### src/rtl/serial_subtractor.sv
// Bit-serial N-bit subtractor: diff = ain - bin, LSB first, one bit per clock.
// A single full-subtractor cell walks the operand shift registers while the
// borrow flop carries between bit positions. The final borrow flags ain < bin.
module serial_subtractor #(
  parameter int N = 8
) (
  input  logic         clk,
  input  logic         reset,
  input  logic         start,
  input  logic [N-1:0] ain,
  input  logic [N-1:0] bin,
  output logic [N-1:0] diff,
  output logic         borrow,
  output logic         busy,
  output logic         done
);

  localparam int CW = $clog2(N);

  typedef enum logic {
    IDLE  = 1'b0,
    SHIFT = 1'b1
  } state_t;

  state_t         state_q, state_d;
  logic [N-1:0]   a_sh_q, a_sh_d;
  logic [N-1:0]   b_sh_q, b_sh_d;
  logic [N-1:0]   r_sh_q, r_sh_d;
  logic           br_q, br_d;
  logic [CW-1:0]  cnt_q, cnt_d;
  logic [N-1:0]   diff_q, diff_d;
  logic           borrow_q, borrow_d;
  logic           busy_q, busy_d;
  logic           done_q, done_d;

  // Full-subtractor cell on the current LSBs and the running borrow.
  logic           a_bit, b_bit, d_bit, br_next;
  logic [N-1:0]   r_next;

  assign a_bit   = a_sh_q[0];
  assign b_bit   = b_sh_q[0];
  assign d_bit   = a_bit ^ b_bit ^ br_q;
  assign br_next = (~a_bit & b_bit) | (~(a_bit ^ b_bit) & br_q);
  assign r_next  = {d_bit, r_sh_q[N-1:1]};

  // State and datapath registers; reset aborts any operation in flight.
  always_ff @(posedge clk or posedge reset) begin
    if (reset) begin
      state_q  <= IDLE;
      a_sh_q   <= '0;
      b_sh_q   <= '0;
      r_sh_q   <= '0;
      br_q     <= 1'b0;
      cnt_q    <= '0;
      diff_q   <= '0;
      borrow_q <= 1'b0;
      busy_q   <= 1'b0;
      done_q   <= 1'b0;
    end else begin
      state_q  <= state_d;
      a_sh_q   <= a_sh_d;
      b_sh_q   <= b_sh_d;
      r_sh_q   <= r_sh_d;
      br_q     <= br_d;
      cnt_q    <= cnt_d;
      diff_q   <= diff_d;
      borrow_q <= borrow_d;
      busy_q   <= busy_d;
      done_q   <= done_d;
    end
  end

  // Next-state logic: accept in IDLE, shift N times, publish on the last shift.
  always_comb begin
    state_d  = state_q;
    a_sh_d   = a_sh_q;
    b_sh_d   = b_sh_q;
    r_sh_d   = r_sh_q;
    br_d     = br_q;
    cnt_d    = cnt_q;
    diff_d   = diff_q;
    borrow_d = borrow_q;
    busy_d   = busy_q;
    done_d   = 1'b0;

    case (state_q)
      IDLE: begin
        busy_d = 1'b0;
        if (start) begin
          a_sh_d  = ain;
          b_sh_d  = bin;
          r_sh_d  = '0;
          br_d    = 1'b0;
          cnt_d   = CW'(N - 1);
          busy_d  = 1'b1;
          state_d = SHIFT;
        end
      end
      SHIFT: begin
        a_sh_d = {1'b0, a_sh_q[N-1:1]};
        b_sh_d = {1'b0, b_sh_q[N-1:1]};
        r_sh_d = r_next;
        br_d   = br_next;
        if (cnt_q != '0) begin
          cnt_d = cnt_q - 1'b1;
        end else begin
          // Last bit: results become visible only here, never mid-operation.
          diff_d   = r_next;
          borrow_d = br_next;
          done_d   = 1'b1;
          busy_d   = 1'b0;
          state_d  = IDLE;
        end
      end
      default: state_d = IDLE;
    endcase
  end

  assign diff   = diff_q;
  assign borrow = borrow_q;
  assign busy   = busy_q;
  assign done   = done_q;

endmodule

### config.mk
export PLATFORM = sky130hd
export DESIGN_NAME = serial_subtractor
export DESIGN_NICKNAME = d
export VERILOG_FILES = /design/src/rtl/serial_subtractor.sv
export SDC_FILE = /design/constraint.sdc
export NUM_CORES = 1
export LEC_CHECK = 0
export BUFFER_PORTS_ARGS = -buffer_cell sky130_fd_sc_hd__buf_2
export CORE_ASPECT_RATIO = 1.75
export CORE_UTILIZATION = 50
export DETAILED_ROUTE_END_ITERATION = 8
export GPL_ROUTABILITY_DRIVEN = 0
export GPL_TIMING_DRIVEN = 0
export MAX_ROUTING_LAYER = met4
export PLACE_DENSITY_LB_ADDON = 0.12
export SETUP_SLACK_MARGIN = 0.2
export SLEW_MARGIN = 20
export SYNTH_ARGS = -nofsm -noshare
export SYNTH_HDL_FRONTEND = slang
export SYNTH_SLANG_ARGS = --single-unit
export TNS_END_PERCENT = 20
### constraint.sdc
create_clock -name clk -period 1.8 [get_ports clk]
set_input_delay 0.36 -clock clk [delete_from_list [all_inputs] [get_ports clk]]
set_output_delay 0.36 -clock clk [all_outputs]
set_load 0.02 [all_outputs]
; Yosys cells after proc, flatten, opt, wreduce, memory -nomap -nowiden
; Cells that the tools add are included.
[classes]
addsub = 1
n_eq_ne = 3
n_mux = 18
bitwise = 9
reduce_logical = 3
[op_table]
columns = cell, n
row1 = 8-bit case mux with 2 select lines, 3
row2 = 8-bit 2-to-1 mux, 3
row3 = 1-bit 2-to-1 mux, 6
row4 = 3-bit 2-to-1 mux, 2
row5 = 1-bit case mux with 2 select lines, 3
row6 = 3-bit case mux with 2 select lines, 1
row7 = 2-bit inequality test (second input constant), 2
row8 = 1-bit inverter, 4
row9 = 2-bit AND reduction, 2
row10 = 3-bit nonzero test, 1
row11 = 3-bit by 1-bit subtractor with 3-bit output (second input constant), 1
row12 = 1-bit AND, 2
row13 = 2-bit by 1-bit inequality test with 1-bit output (second input constant), 1
row14 = 1-bit XOR, 2
row15 = 1-bit OR, 1
[totals]
ff_bits = 40
elab_cells = 44

; Logic depth before layout (Yosys ltp)
; Gate-level depths: netlist of the first run.
[logic_depth]
ltp_word = 5
mapped_depth = 5
ltp_nobuf = 4

; Worst setup path before layout of the first run
; Ideal clock, no wire load.
[synth_timing]
path_kind = register -> register
from = register cnt_q[0]
to = register diff_q[0] (netlist: diff[0])
arrival_ns = 1.213
required_ns = 1.675
slack_ns = 0.462
stages_incl_launch_ff = 6
path_buffers = 1
period_less_slack_ns = 1.338
cell_sequence = dfrtp_1 -> inv_1 -> ha_1 -> nand3b_4 -> buf_6 -> mux2_4
[synth_via]
elab_chain_len = 3
[synth_rtl]
columns = element, line_no
row1 = "start, declared", 30  ; logic [CW-1:0] cnt_q, cnt_d;
row2 = "start signal, assigned", 65  ; cnt_q <= cnt_d;
row3 = 3-bit nonzero test, 104  ; if (cnt_q != '0) begin
row4 = 1-bit inverter (no line), --
row5 = 2-bit AND reduction (no line), --
row6 = "end signal, assigned", 66  ; diff_q <= diff_d;
row7 = "end, declared", 31  ; logic [N-1:0] diff_q, diff_d;
; No other way between the ends.
; A chain may end at the register's enable or synchronous reset.

; Worst setup path after layout of the first run
[layout_timing]
from = register cnt_q[0]
to = register diff_q[1] (netlist: diff[1])
; The elaborated chain is that of the path after synthesis.

==> implementation parameters, run 1 <==
Parameter                              Value

CTS
  Clock latency on the worst-skew pair ... 290 ps
  Cts-stage hold buffer count ... 0
  Clock transition at the registers of the reported paths ... 70 ps
  Number of buffers added by the clock tree synthesis step ... 5
  Longest Clk Path Bufs ... 2
  Clock tree sinks ... 39
  Number of gates resized after cts ... 0
  Clock root buffer ... sky130_fd_sc_hd__clkbuf_8
  H-tree depth ... 2
  Clock tree from TritonCTS ... yes
  Post-CTS setup buffer count ... 0

Global routing
  Vias in the first global route ... 1254
  Initial antenna violation count ... 0
  Met1 GRT Util ... 23.3%
  Met2 global-route usage ... 34.6%
  First-pass GRT wire length ... 5630 um
  Met3 track utilization from global routing ... 5.56%
  All-Layer GR Usage ... 21.4%
  Pin count of the biggest net entering global routing ... 24
  Total gr overflow ... 0
  Layer carrying the most global-route usage ... met2

STA
  Worst relative slew slack ... 74.2%
  Minimum hold slack ... 40.1 ps
  Maximum clock frequency ... 676 MHz
  Setup repair after global routing missed its margin ... no
  Final setup slack of the worst path ... 322 ps
  Final worst clock skew ... 8.57 ps
  Clock period minus final worst setup slack ... 1480 ps
  Fin crit share ... 82.1%
  Worst-margin pin slew ... 386 ps
  Final number of setup-violating endpoints ... 0
  Count of pins over their slew limit ... 0
  Final Hold Vio Count ... 0
  Setup TNS ... 0 ps

Yosys
  Mean Syn Cell Area ... 11.8 um2
  Seq cells post-synth ... 39
  Share of synthesized flip-flops with an asynchronous set or reset ... 100%
  Unique masters post-synth ... 29
  Post-synth net total ... 173
  Portion of the post-synthesis area used by sequential elements ... 54.8%
  Yosys synthesis warning count ... 0
  Post-synthesis instance area ... 0.00178 mm2
  Synthesized netlist cell count ... 151
  Number of enable-type register cells in the synthesized netlist ... 0
  Synth Flop Type ... sky130_fd_sc_hd__dfrtp_1

Place
  Number of placed cells counting well taps ... 225
  Worst-case setup slack after placement ... 336 ps
  Cell area reported after detailed placement ... 0.00200 mm2
  Port Buf Inserts ... 28
  Detailed-placement wirelength estimate ... 2390 um

Worst setup path
  Largest fanout on the critical path ... 10
  WS Path Type ... reg -> reg
  Arr. time, crit path ... 1650 ps
  Data required time at the worst endpoint ... 1970 ps
  Worst setup slack for register-to-register paths ... 320 ps
  CP Capture Type ... register
  Setup crit start kind ... register

Layout
  Area of all placed cells without fillers ... 0.00211 mm2
  Antenna Diode Count ... 0
  Final design utilization ... 62.0%
  Number of nets in the final layout ... 209
  Top library cells by usage in the layout, fill and taps aside ... sky130_fd_sc_hd__dfrtp_1, sky130_fd_sc_hd__buf_2, sky130_fd_sc_hd__nand2_1
  Most common cell after layout, fill and taps aside ... sky130_fd_sc_hd__dfrtp_1
  Layout cell share with drive strength beyond 1 ... 31.0%
  Fillers ... 299
  Area overhead of the layout relative to synthesis ... 18.3%
  Cell Count, Final, Fillers Out ... 232

Routing
  Count of vias placed by the detailed router ... 1192
  Antenna Violating Nets Remaining ... 0
  Routed length per instance ... 14.2 um
  Detailed router's first-iteration violation count ... 19
  Ratio of routed vias to standard cells ... 5.14
  Drc violations ... 0
  Detailed Route WL ... 3300 um
  Length of the first detailed-routing pass in iterations ... 4

Die
  Die outline height ... 80.9 um
  Die X-Extent ... 47.1 um
  Std-Cell Rows ... 28
  Initial Util ... 52.4%
  I/O pins ... 30
  Core area ... 0.00340 mm2
  Die area ... 0.00381 mm2

Power
  Maximum vdd drop ... 0.000868 V
  Leakage power total ... 1.08 nW
  Total power draw ... 3.51 mW
  Power density over cell area ... 1660 mW/mm2

Outcome
  Status ... complete, no violations

Min path
  Worst hold path type ... in -> async

Run
  Max Cap Viol ... 0
[worst max-delay path, cell delays in order (launching register included)]
cell and delay [ps]:
sky130_fd_sc_hd__dfrtp_1 400, sky130_fd_sc_hd__inv_1 90, sky130_fd_sc_hd__ha_1 290, sky130_fd_sc_hd__nand3b_4 120, sky130_fd_sc_hd__buf_6 170, sky130_fd_sc_hd__mux2_4 290
[report_power, final]
group | internal, mW | switching (mW)
sequential | 1.25 | 0.230
combinational | 0.647 | 0.688
clock | 0.406 | 0.289
total | 2.30 | 1.21
[cell families after synthesis]
logic type      Yosys count  synth area share (%)
simple gates             39                  11.5
flops                    39                  54.8
compound gates           28                  9.63
mux                      25                  16.1
buf+inv                  17                  5.41
fa+ha+maj                 3                  2.53
[sequential cells by signal, indices dropped and copies added, names as in the netlist]
signal / cells
a_sh_q: 8
b_sh_q: 8
diff: 8
r_sh_q: 7
cnt_q: 3
borrow: 1
br_q: 1
busy: 1
done: 1
state_q: 1
[synthesized netlist by cell type, types with 2 or more instances]
library cell	instances	area, um2
sky130_fd_sc_hd__ha_1	2	25.0
sky130_fd_sc_hd__nor2_1	4	15.0
sky130_fd_sc_hd__buf_4	3	22.5
sky130_fd_sc_hd__nand2b_1	8	50.1
sky130_fd_sc_hd__dfrtp_1	39	976
sky130_fd_sc_hd__mux2i_1	17	170
sky130_fd_sc_hd__nor3_1	2	10.0
sky130_fd_sc_hd__buf_6	2	22.5
sky130_fd_sc_hd__mux2_4	7	105
sky130_fd_sc_hd__inv_1	7	26.3
sky130_fd_sc_hd__buf_2	5	25.0
sky130_fd_sc_hd__nand2_1	20	75.1
sky130_fd_sc_hd__o21ai_0	19	95.1
[per-layer routing]
metal	vias to the layer above	part of all wire, %
met1	582	40
met5	-	0
met2	23	54
li1	578	-
met3	9	2.5
met4	0	2.6
[final timing paths]
path,cells past startpoint,start,to
setup / recovery,5,cnt_q[0]$_DFFE_PP0P_,diff[1]$_DFFE_PP0P_
setup reg to reg,5,cnt_q[0]$_DFFE_PP0P_,diff[1]$_DFFE_PP0P_
min in group clk,3,ain[7],a_sh_q[7]$_DFFE_PP0P_
max in group asynchronous,3,reset,cnt_q[0]$_DFFE_PP0P_
hold / removal,2,reset,borrow$_DFFE_PP0P_
hold reg to reg,2,a_sh_q[7]$_DFFE_PP0P_,a_sh_q[6]$_DFFE_PP0P_
[layout make-up]
cell class / count / area, um2 / area share [%]
timing repair buffer: 29 / 168 / 7.96
inverter: 7 / 26.3 / 1.25
sequential: 39 / 976 / 46.3
clock buffer: 6 / 72.6 / 3.44
clock inverter: 1 / 30.0 / 1.43
multi-input combinational: 95 / 708 / 33.6
buffer: 10 / 70.1 / 3.33
tap: 45 / 56.3 / 2.67
Note: power is estimated with default switching activity, not from simulation.
==> inputs of run 2 (changes only) <==
==> constraint.sdc (replaced) <==
create_clock -name clk -period 1.4 [get_ports clk]
set_input_delay 0.28 -clock clk [delete_from_list [all_inputs] [get_ports clk]]
set_output_delay 0.28 -clock clk [all_outputs]
set_load 0.02 [all_outputs]
==> implementation parameters, run 2 (synthesis results as in run 1) <==
Parameter                              Value

Layout
  Area overhead of the layout relative to synthesis ... 21.4% (was 18.3%)
  Top library cells by usage in the layout, fill and taps aside ... sky130_fd_sc_hd__dfrtp_1, sky130_fd_sc_hd__buf_2, sky130_fd_sc_hd__nand2_1 (unchanged)
  Antenna Diode Count ... 0 (unchanged)
  Fillers ... 292 (was 299)
  Area of combinational cells with multiple inputs ... 721 um2 (was 708 um2)
  Final design utilization ... 63.6% (was 62.0%)
  Sequential cell area ... 976 um2 (unchanged)
  Number of nets in the final layout ... 216 (was 209)
  Cell Count, Final, Fillers Out ... 240 (was 232)
  Most common cell after layout, fill and taps aside ... sky130_fd_sc_hd__dfrtp_1 (unchanged)
  Layout cell share with drive strength beyond 1 ... 34.4% (was 31.0%)
  Area of all placed cells without fillers ... 0.00216 mm2 (was 0.00211 mm2)

STA
  Clock period minus final worst setup slack ... 1300 ps (was 1480 ps)
  Maximum clock frequency ... 772 MHz (was 676 MHz)
  Count of pins over their slew limit ... 0 (unchanged)
  Final worst clock skew ... 6.36 ps (was 8.57 ps)
  Final number of setup-violating endpoints ... 0 (unchanged)
  Minimum hold slack ... 242 ps (was 40.1 ps)
  Final Hold Vio Count ... 0 (unchanged)
  Setup repair after global routing missed its margin ... yes (was no)
  Worst-margin pin slew ... 373 ps (was 386 ps)
  Worst relative slew slack ... 75.1% (was 74.2%)
  Fin crit share ... 92.5% (was 82.1%)

CTS
  Clock root buffer ... sky130_fd_sc_hd__clkbuf_8 (unchanged)
  Clock transition at the registers of the reported paths ... 70 ps (about the same)
  Clock latency on the worst-skew pair ... 290 ps (about the same)
  Clock tree sinks ... 39 (unchanged)
  H-tree depth ... 2 (unchanged)
  Longest Clk Path Bufs ... 2 (unchanged)
  Number of buffers added by the clock tree synthesis step ... 5 (unchanged)
  Clock tree from TritonCTS ... yes (unchanged)

Worst setup path
  WS Path Type ... reg -> reg (unchanged)
  CP max stage cell ... sky130_fd_sc_hd__dfrtp_1 (unchanged)
  Worst setup slack for register-to-register paths ... 100 ps (was 320 ps)
  Worst path max stage delay ... 390 ps (was 400 ps)
  Launch point of the worst reg-to-reg path ... cnt_q[0]$_DFFE_PP0P_ (unchanged)
  CP Capture Type ... register (unchanged)
  CP Cell Sequence ... inv_2 > ha_4 > nand3b_4 > buf_12 > mux2_4 (was inv_1 > ha_1 > nand3b_4 > buf_6 > mux2_4)
  Data required time at the worst endpoint ... 1580 ps (was 1970 ps)
  Launching instance or port of the critical path ... cnt_q[0]$_DFFE_PP0P_ (unchanged)
  Reg2Reg Depth ... 5 (unchanged)
  CP delay by family, top ... flip-flops (unchanged)
  FF-to-FF End ... diff[5]$_DFFE_PP0P_ (was diff[1]$_DFFE_PP0P_)
  Largest fanout on the critical path ... 10 (unchanged)
  Setup crit start kind ... register (unchanged)
  Arr. time, crit path ... 1470 ps (was 1650 ps)
  Number of buffers and inverters on the critical path ... 2 (unchanged)

Min path
  Hold path start ... ain[7]
  Worst min-delay path endpoint ... a_sh_q[7]$_DFFE_PP0P_
  Hold depth ... 3
  Worst hold path type ... in -> reg (was in -> async)

Global routing
  Vias in the first global route ... 1316 (was 1254)
  Total gr overflow ... 0 (unchanged)
  All-Layer GR Usage ... 21.1% (was 21.4%)
  First-pass GRT wire length ... 5590 um (was 5630 um)
  Pin count of the biggest net entering global routing ... 25 (was 24)
  Initial antenna violation count ... 0 (unchanged)

Routing
  Detailed router's first-iteration violation count ... 36 (was 19)
  Antenna Violating Nets Remaining ... 0 (unchanged)
  Ratio of routed vias to standard cells ... 5.15 (was 5.14)
  Detailed Route WL ... 3290 um (was 3300 um)
  Drc violations ... 0 (unchanged)
  Length of the first detailed-routing pass in iterations ... 4 (unchanged)
  Routed length per instance ... 13.7 um (was 14.2 um)
  Count of vias placed by the detailed router ... 1235 (was 1192)

Place
  Port Buf Inserts ... 28 (unchanged)
  Cell area reported after detailed placement ... 0.00202 mm2 (was 0.00200 mm2)
  Detailed-placement wirelength estimate ... 2360 um (was 2390 um)
  Number of placed cells counting well taps ... 225 (unchanged)

Die
  Die outline height ... 80.9 um (unchanged)
  Std-Cell Rows ... 28 (unchanged)
  Core area ... 0.00340 mm2 (unchanged)
  Die X-Extent ... 47.1 um (unchanged)
  I/O pins ... 30 (unchanged)
  Die area ... 0.00381 mm2 (unchanged)
  Initial Util ... 52.4% (unchanged)

Power
  Leakage power total ... 1.10 nW (was 1.08 nW)
  Power density over cell area ... 2080 mW/mm2 (was 1660 mW/mm2)
  Maximum vdd drop ... 0.00118 V (was 0.000868 V)
  Total power draw ... 4.51 mW (was 3.51 mW)

Outcome
  Status ... complete, no violations (unchanged)

Run
  Max Cap Viol ... 0 (unchanged)
-- run 2: cell count changes in the layout (fill, tap and decap cells not counted), sizes merged --
cell and change:
buf +6, clkbuf +1, bufinv -1, dlygate4sd3 +1
clkinv +1
-- run 2: power by group --
part           internal, mW  switching [mW]  total [mW]
sequential             1.60           0.288        1.89
clock                 0.349           0.378       0.727
combinational         0.960           0.929        1.89
total                  2.91            1.59        4.51
-- run 2: layer usage --
| metal | wire (um) | GRT usage (%) | vias up |
|---|---|---|---|
| met5 | 0 | - | - |
| met4 | 55 | 8.57 | 0 |
| met3 | 103 | 6.00 | 6 |
| met2 | 1760 | 34.3 | 25 |
| met1 | 1370 | 23.5 | 604 |
| li1 | - | - | 600 |
-- run 2: per-stage QoR --
stage / setup WS, ps / TNS (ps)
after floorplan: 147 / 0
after global placement: -252 / -9740
after detailed placement: 72.1 / 0
after CTS: 110 / 0
after global routing: 67.4 / 0
final: 105 / 0
-- run 2: tightest hold or removal path: stages --
cell                      delay, ps
sky130_fd_sc_hd__buf_2           80
sky130_fd_sc_hd__mux2i_1         50
sky130_fd_sc_hd__nor2_1          90
-- run 2: final cells by class --
cell class	instances	share of cell area (%)
timing repair buffer	36	10.3
buffer	10	3.65
inverter	7	1.22
clock buffer	7	3.53
tap	45	2.60
clock inverter	1	0.231
sequential	39	45.1
multi-input combinational	95	33.3
-- run 2: timing repair --
item                                   CTS  global route
hold buffers                             1             0
resized for setup                        1             0
endpoints found under the hold margin   15             0
setup endpoints to repair                7            13
cloned                                   0             0
setup buffers                            6             0
pin swaps                                1             1
-- run 2: how the worst max path moves through the flow --
stage,to,slack (ps),cells after the start
after floorplan,diff[0]$_DFFE_PP0P_,150,5
after global placement,a_sh_q[4]$_DFFE_PP0P_,-250,2
after detailed placement,diff[5]$_DFFE_PP0P_,70,5
after CTS,diff[5]$_DFFE_PP0P_,110,5
after global routing,diff[5]$_DFFE_PP0P_,70,5
final,diff[5]$_DFFE_PP0P_,100,5
